--- src/rtl/mem_access_unit.sv ---
// MEM stage: runs one req/ack data-memory transaction per load/store, stalls
// the pipeline while it is pending and drives the MEM/WB register.
module mem_access_unit #(
    parameter int TIMEOUT = 16
) (
    input  logic        clk,
    input  logic        rst,
    input  logic        MEM_MemRead,
    input  logic        MEM_MemtoReg,
    input  logic        MEM_MemWrite,
    input  logic        MEM_RegWrite,
    input  logic [31:0] MEM_ALU_result,
    input  logic [31:0] MEM_write_data_mem,
    input  logic [4:0]  MEM_write_register,
    output logic        dmem_req,
    output logic        dmem_we,
    output logic [31:0] dmem_addr,
    output logic [31:0] dmem_wdata,
    input  logic        dmem_ack,
    input  logic [31:0] dmem_rdata,
    output logic        mem_stall,
    output logic        mem_fault,
    output logic        WB_RegWrite,
    output logic        WB_MemtoReg,
    output logic [31:0] WB_read_data,
    output logic [31:0] WB_ALU_result,
    output logic [4:0]  WB_write_register
);
    // Keep at least one counter bit so TIMEOUT=0 still elaborates.
    localparam int CW = (TIMEOUT > 0) ? $clog2(TIMEOUT + 1) : 1;

    typedef enum logic {IDLE, WAIT} state_t;

    state_t        state, stateNext;
    logic [CW-1:0] cnt, cntNext;
    logic          reqNext, weNext, faultNext;
    logic [31:0]   addrNext, wdataNext;
    logic          wbRegWriteNext, wbMemtoRegNext;
    logic [31:0]   wbReadDataNext, wbAluNext;
    logic [4:0]    wbWregNext;

    logic access, misaligned, timeoutHit, loadAck;

    assign access     = MEM_MemRead | MEM_MemWrite;
    assign misaligned = access && (MEM_ALU_result[1:0] != 2'b00);
    assign timeoutHit = (TIMEOUT != 0) && (cnt == CW'(TIMEOUT - 1));
    assign loadAck    = (state == WAIT) && dmem_ack && !dmem_we;

    always_comb begin
        stateNext = state;
        cntNext   = cnt;
        reqNext   = dmem_req;
        weNext    = dmem_we;
        addrNext  = dmem_addr;
        wdataNext = dmem_wdata;
        faultNext = 1'b0;
        mem_stall = 1'b0;
        case (state)
            IDLE: begin
                if (access && !misaligned) begin
                    mem_stall = 1'b1;
                    stateNext = WAIT;
                    reqNext   = 1'b1;
                    weNext    = MEM_MemWrite;
                    addrNext  = MEM_ALU_result;
                    wdataNext = MEM_write_data_mem;
                    cntNext   = '0;
                end else if (misaligned) begin
                    faultNext = 1'b1;
                end
            end
            WAIT: begin
                // An ack in the last allowed cycle still wins over the timeout.
                if (dmem_ack) begin
                    stateNext = IDLE;
                    reqNext   = 1'b0;
                end else if (timeoutHit) begin
                    stateNext = IDLE;
                    reqNext   = 1'b0;
                    faultNext = 1'b1;
                end else begin
                    mem_stall = 1'b1;
                    cntNext   = cnt + 1'b1;
                end
            end
            default: stateNext = IDLE;
        endcase

        wbRegWriteNext = 1'b0;
        wbMemtoRegNext = WB_MemtoReg;
        wbAluNext      = WB_ALU_result;
        wbWregNext     = WB_write_register;
        wbReadDataNext = WB_read_data;
        if (!mem_stall) begin
            wbRegWriteNext = MEM_RegWrite & ~faultNext;
            wbMemtoRegNext = MEM_MemtoReg;
            wbAluNext      = MEM_ALU_result;
            wbWregNext     = MEM_write_register;
            wbReadDataNext = loadAck ? dmem_rdata : 32'h0;
        end
    end

    always_ff @(posedge clk) begin
        if (rst) begin
            state             <= IDLE;
            cnt               <= '0;
            dmem_req          <= 1'b0;
            dmem_we           <= 1'b0;
            dmem_addr         <= 32'h0;
            dmem_wdata        <= 32'h0;
            mem_fault         <= 1'b0;
            WB_RegWrite       <= 1'b0;
            WB_MemtoReg       <= 1'b0;
            WB_read_data      <= 32'h0;
            WB_ALU_result     <= 32'h0;
            WB_write_register <= 5'h0;
        end else begin
            state             <= stateNext;
            cnt               <= cntNext;
            dmem_req          <= reqNext;
            dmem_we           <= weNext;
            dmem_addr         <= addrNext;
            dmem_wdata        <= wdataNext;
            mem_fault         <= faultNext;
            WB_RegWrite       <= wbRegWriteNext;
            WB_MemtoReg       <= wbMemtoRegNext;
            WB_read_data      <= wbReadDataNext;
            WB_ALU_result     <= wbAluNext;
            WB_write_register <= wbWregNext;
        end
    end
endmodule
--- config.mk ---
export PLATFORM = sky130hd
export DESIGN_NAME = mem_access_unit
export DESIGN_NICKNAME = d
export VERILOG_FILES = /design/src/rtl/mem_access_unit.sv
export SDC_FILE = /design/constraint.sdc
export NUM_CORES = 1
export LEC_CHECK = 0
export ABC_AREA = 1
export BUFFER_PORTS_ARGS = -buffer_cell sky130_fd_sc_hd__buf_2
export CORE_ASPECT_RATIO = 0.9
export CORE_UTILIZATION = 49
export DETAILED_ROUTE_END_ITERATION = 10
export GPL_TIMING_DRIVEN = 0
export PLACE_DENSITY = 0.84
export SYNTH_ARGS = -nofsm -noshare
export SYNTH_HDL_FRONTEND = slang
export SYNTH_SLANG_ARGS = --single-unit
--- constraint.sdc ---
create_clock -name clk -period 4.9 [get_ports clk]
set_input_delay 0.98 -clock clk [delete_from_list [all_inputs] [get_ports clk]]
set_output_delay 0.98 -clock clk [all_outputs]
set_load 0.05 [all_outputs]
==> results of run 1 <==
==> cell type report <==
type                       count  area [um2]
sequential                   144        2880
timing repair buffer         246        1230
fill                         825        2800
clock inverter                 9         108
inverter                      15        56.3
tap                          126         158
multi-input combinational    451        1940
clock buffer                  22         484
buffer                        43         209
==> flip-flops by register name, indices dropped and copies added (netlist names), 5 cells and up <==
register,count
WB_ALU_result,32
dmem_wdata,32
cnt,5
WB_write_register,5
dmem_addr,32
WB_read_data,32
==> cells in the final DEF (no fill, tap or decap), types with 2 or more instances in the layout <==
master	synthesis	final
nand2_1	281	281
buf_2	23	269
dfxtp_1	144	144
a21oi_1	100	100
nand3_1	49	49
clkbuf_1	16	17
clkbuf_16	0	17
inv_1	13	13
nor2_1	10	10
clkbuf_8	0	4
nand3b_1	3	3
ha_1	3	3
clkinv_2	0	3
inv_2	2	2
buf_6	2	2
clkinv_4	0	2
clkinvlp_4	0	2
bufinv_16	0	2
==> stage by stage <==
stage          hold slack [ps]  util [%]  total power, uW  instance area (um2)  std cells
2_1_floorplan              462         -             1570                 5090        653
5_1_grt                    470      71.7             3060                 7070       1056
4_1_cts                    459      71.7             2970                 7070       1056
3_5_place_dp               448      65.7             1700                 6480       1025
3_3_place_gp               439      65.7             1700                 6480       1025
6_report                   457      71.7             2960                 7070       1056
==> routing by layer <==
layer,part of all wire (%),wire length [um],global-route usage (%),up-vias
li1,-,-,-,2617
met1,42,6140,32.7,2382
met2,48,7140,48.0,214
met3,7.9,1160,8.40,25
met4,2.1,317,9.74,0
met5,0,0,0,-
==> worst register-to-register path, stage by stage, from the launching register on <==
cell and delay [ps]:
dfxtp_1 340, ha_1 220, nand2_1 100, nor2_1 70
ha_1 170, nor2_1 100, nand2_1 110, nand2_4 170
clkbuf_1 410, nand3_1 150, nand2_1 100
==> power by group <==
group          switching, uW  leakage [uW]  total, uW  internal, uW
Sequential              26.9       0.00118       1250          1220
Clock                    478      0.000288       1280           799
Combinational            321       0.00204        431           109
Total                    826       0.00350       2960          2130
==> cell families (layout without fill, tap and decap cells) <==
| logic type | Yosys count | count (layout) |
|---|---|---|
| AOI/OAI and AO/OA | 101 | 101 |
| adders and majority gates | 3 | 3 |
| buffers and inverters | 58 | 335 |
| DFF | 144 | 144 |
| and+or+nand+nor | 347 | 347 |
==> worst max-delay path by stage <==
stage,from,endpoint,slack (ps)
finish,cnt[0]$_SDFFE_PP0P_,mem_stall,1670
global route,cnt[0]$_SDFFE_PP0P_,mem_stall,1490
floorplan,MEM_ALU_result[0],mem_stall,2170
CTS,cnt[0]$_SDFFE_PP0P_,mem_stall,1650
global placement,MEM_ALU_result[0],mem_stall,1720
detailed placement,MEM_ALU_result[0],mem_stall,1710
==> results.toml, run 1 <==
[outcome]
status = "finished clean"

[synth]
yosysTopAreaCell = "dfxtp_1"
synth_xor_area_share_pct = 0
synth_compound_area_share_pct = 9.98
synth_area_leaders = "dfxtp_1, nand2_1, a21oi_1"
synth_ff_type = "dfxtp_1"
syn_avg_cell_area_um2 = 7.80
ys_seq_area_share_pct = 56.6
syn-cell-area_um2 = 5090
synth-adder-area-share_pct = 0.737
synth_top_area_share_pct = 56.6
postSynthNetCount = 764
ys_seq_elements = 144
synthSimpleGateAreaFrac_pct = 27.5
asyncSetResetFlopFracSynth_pct = 0
synth_commonest_cells = "nand2_1, dfxtp_1, a21oi_1, nand3_1, buf_2"
synth_edf_count = 0
yosysWarnings = 0
synth_top_family_by_area = "simple AND/OR/NAND/NOR gates"
synth_mux_area_share_pct = 0
synth_cell_type_count = 19
netlist_instances = 653
synth_most_common_cell = "nand2_1"

[layout]
fin_nets = 1029
diodes = 0
drive_gt1_share_pct = 33.0
syn2layout_area_growth_pct = 38.9

[timing]
grt_setup_unrepaired = "false"
finalMaxSlewViolations = 0
finalSetupTns_ps = 0
setup_ws_ps = 1670
skew_ps = 7.78
timing.final.crit_share_pct = 66.0
setup_violations = 0
hold_viol = 0
fin_crit_ps = 3230
worst_slew_pin_slew_ps = 594
fmax_mhz = 309
relSlewSlack_pct = 60.4

[grt]
grt_start_max_net_pins = 17
overflow = 0
grt_pass1_vias = 4840
grtUsageTotal_pct = 27.9
grt_antenna_before_repair = 0
grt_pass1_wl_um = 23200

[run]
cap_violations = 0

[critical_path]
rrSetupSlack_ps = 2900
startpoint_type = "flip-flop"
cp_cell_sequence = "ha_1 -> nand2_1 -> nor2_1 -> ha_1 -> nor2_1 -> nand2_1 -> nand2_4 -> buf_2 -> buf_2"
reg2reg_to = "WB_ALU_result[16]$_SDFFE_PP0N_"
crit_path_max_fanout = 10
crit_family = "simple AND/OR/NAND/NOR gates"
crit_path_end_kind = "output port"
cp_slowest_cell = "dfxtp_1"
worst-setup-path-type = "flip-flop to output port"
cp.required_ps = 3920
cp_num_buf_inv = 2
critical_path_arrival_ps = 2250
crit_cells = 9
r2r_start = "cnt[0]$_SDFFE_PP0P_"
reg2regPathDepth = 10
slowest_delay_ps = 340

[floorplan]
initial_utilization_pct = 51.6
design.core.area_um2 = 9870
rows = 34
die_y_um = 98.7
pin_count = 247
die_w_um = 109
dieArea_um2 = 10800

[cts]
htree_num_levels = 4
clkSinkCount = 144
insertion_delay_ps = 410
cts_tree = "done"
path_clk_slew_ps = 50
tritoncts.num_buffers = 17
post-cts-setup-buffers = 0
cts_resized = 0
cts_hold_buf = 0
cts_root_buf = "clkbuf_16"
clockBufferDepth = 2

[drt]
first_pass_iters = 5
vias_per_cell = 4.96
wl_per_cell_um = 14.0
num_vias = 5238
drtIter0Drc = 268
antenna_left = 0
drc_errors = 0
finalWirelength_um = 14800

[power]
power.leakage_uw = 0.00350
peakVddDrop_v = 0.000244
p_per_area_nw_per_um2 = 418

[hold_path]
hp-start = "dmem_req$_SDFFE_PP0P_"
holdPathStages = 1
min_to = "dmem_req$_SDFFE_PP0P_"
hp-class = "flip-flop to flip-flop"

[placed_design]
numPortBuffers = 246
dpl.hpwl_um = 10600
pre_cts_ws_ps = 1710
gp_congestion = 0.817
(Power assumes the default switching activity.)
==> run 2, diff against run 1 <==
Settings changed: ABC_AREA 1 to 0, CORE_UTILIZATION 49 to 42, PLACE_DENSITY 0.84 to 0.76.
Clock period 4.9 ns to 2.6 ns, I/O delays scaled along.
==> run 2 against run 1 <==
  * Power up 94%
  * Clock skew fell by 0.62 ps
  * Die area is 23% higher
  * First-iteration DRC count rose by 58%
  * Global-route usage decreased by 3.3 points
  * Combinational power is 110% higher
  * Critical path depth shrank 2
  * Via count is 3.6% higher
  * Final cell count is 2.8% lower
  * Critical endpoint unchanged
  * Highest routed layer unchanged
==> results.toml, run 2 <==
[power]
seq_power_share_pct = 40.9
p_per_area_nw_per_um2 = 764
peakVddDrop_v = 0.000614
power.leakage_uw = 0.00354
p_total_uw = 5750
internal_power_uw = 4130
pwr-share-clk_pct = 43.3
power.switching_uw = 1620
p_comb_share_pct = 15.8
swShare_pct = 28.2

[timing]
fin_crit_ps = 2560
timing.final.crit_share_pct = 98.4
relSlewSlack_pct = 27.5
setup_ws_ps = 42.6
grt_setup_unrepaired = "true"
setup_violations = 0
fmax_mhz = 391
skew_ps = 7.16
worst_slew_pin_slew_ps = 1080
hold_viol = 0
finalMaxSlewViolations = 0

[synth]
syn_avg_cell_area_um2 = 9.26
synth_area_leaders = "dfxtp_1, mux2i_1, nand3_1"
synth_top_area_share_pct = 53.5
synth_edf_count = 0
asyncSetResetFlopFracSynth_pct = 0
ys_seq_area_share_pct = 53.5
ys_seq_elements = 144
synth_cell_type_count = 35
synth_commonest_cells = "dfxtp_1, nand2_1, nand3_1, a21oi_1, o21ai_0"
synth_most_common_cell = "dfxtp_1"
postSynthNetCount = 693
yosysWarnings = 0
syn-cell-area_um2 = 5390
yosysTopAreaCell = "dfxtp_1"
netlist_instances = 582
synth_ff_type = "dfxtp_1"

[critical_path]
crit_path_end_kind = "output port"
startpoint_type = "flip-flop"
crit_top_cell = "ha_4"
cp_num_buf_inv = 2
slowest_delay_ps = 370
critical_path_arrival_ps = 2040
crit_path_max_fanout = 3
cp_cell_sequence = "ha_4 -> and3_4 -> ha_4 -> or3b_4 -> a21boi_4 -> inv_4 -> buf_8"
worst-setup-path-type = "flip-flop to output port"
cp_slowest_cell = "or3b_4"
crit_family = "simple AND/OR/NAND/NOR gates"
cp.required_ps = 2080

[layout]
nFillCells = 1116
layout_common_cells = "buf_2, dfxtp_1, nand2_1"
register_area_um2 = 2890
fin_nets = 965
multi_input_area_um2 = 2260
syn2layout_area_growth_pct = 39.6
diodes = 0
mostFrequentLayoutCell = "buf_2"
drive_gt1_share_pct = 36.0
fin_util_pct = 61.4

[drt]
drtIter0Drc = 424
wl_per_cell_um = 16.1
first_pass_iters = 5
drc_errors = 0
num_vias = 5428
antenna_left = 0
vias_per_cell = 5.29
finalWirelength_um = 16500

[cts]
clockBufferDepth = 2
tritoncts.num_buffers = 17
insertion_delay_ps = 420
clkSinkCount = 144
cts_root_buf = "clkbuf_16"
cts_tree = "done"
htree_num_levels = 4
path_clk_slew_ps = 60
cts_hold_buf = 0

[hold_path]
hp-class = "input port to flip-flop"

[floorplan]
pin_count = 247
die_y_um = 109
rows = 38
die_w_um = 121
dieArea_um2 = 13300
design.core.area_um2 = 12300
initial_utilization_pct = 43.9

[grt]
grt_pass1_vias = 4839
grt_start_max_net_pins = 17
grtUsageTotal_pct = 24.6
grt_pass1_wl_um = 25000
grt_antenna_before_repair = 0
overflow = 0

[placed_design]
numPortBuffers = 246
dpl.hpwl_um = 11700
pre_cts_ws_ps = -259
gp_congestion = 0.801

[run]
cap_violations = 0

[outcome]
status = "finished clean"
[run 2: cell types whose count changed after synthesis, sizes merged, moves of 11 or more]
cell	before	now
nand3	49	68
clkbuf	16	42
a32o	0	32
nand2	282	75
a21oi	100	66
o21ai	0	65
mux2i	0	36
inv	15	4
[run 2: what timing repair did]
| action | CTS | global route |
|---|---|---|
| pin swaps | 2 | 1 |
| setup buffers | 5 | 3 |
| resized for setup | 11 | 0 |
| setup endpoints to repair | 1 | 1 |
| endpoints found under the hold margin | 0 | 0 |
[run 2: area by class of cell]
cell class	count	share of cell area (%)
flip-flops and latches	144	38.3
clock inverters	10	1.80
repair buffers	254	17.3
inverters	4	0.233
plain buffers	58	3.36
clock buffers	21	6.25
well taps	160	2.66
multi-input cells	375	30.1
[run 2: cells by family after synthesis]
| logic type | Yosys count | synth area share, % |
|---|---|---|
| buffers and inverters | 63 | 5.06 |
| AOI/OAI and AO/OA | 176 | 20.2 |
| DFF | 144 | 53.5 |
| and+or+nand+nor | 160 | 13.8 |
| adders and majority gates | 3 | 0.696 |
| muxes | 36 | 6.69 |
[run 2: layer usage]
layer	track usage, %	routed length (um)
met4	10.8	298
met5	0	0
met1	32.2	7270
met3	6.38	1140
met2	38.3	7790
[run 2: power by group through the flow]
stage	registers, uW	clock network (uW)	logic, uW
final	2350	2490	909
after global routing	2360	2630	970
after CTS	2350	2520	907
after detailed placement	2400	0	896
after global placement	2390	0	890
after floorplan	2730	0	277
[run 2: metrics by stage]
stage / setup TNS, ps / hold WS (ps) / instances / cell area (um2)
5_1_grt: -15.3 / 300 / 1026 / 7530
3_3_place_gp: -267 / 433 / 988 / 6820
4_1_cts: 0 / 293 / 1023 / 7500
3_5_place_dp: -259 / 437 / 988 / 6820
6_report: 0 / 311 / 1026 / 7530
2_1_floorplan: 0 / 469 / 582 / 5390
[run 2: final timing paths]
| path | from | endpoint | slack, ps | depth (start not counted) |
|---|---|---|---|---|
| worst max-delay path | cnt[0]$_SDFFE_PP0P_ | mem_stall | 40 | 7 |
| worst min-delay path | dmem_rdata[23] | WB_read_data[23]$_SDFFE_PP0N_ | 310 | 2 |
| worst max register to register | cnt[0]$_SDFFE_PP0P_ | WB_read_data[12]$_SDFFE_PP0N_ | 320 | 10 |
| worst min register to register | WB_ALU_result[1]$_SDFFE_PP0N_ | WB_ALU_result[1]$_SDFFE_PP0N_ | 440 | 2 |
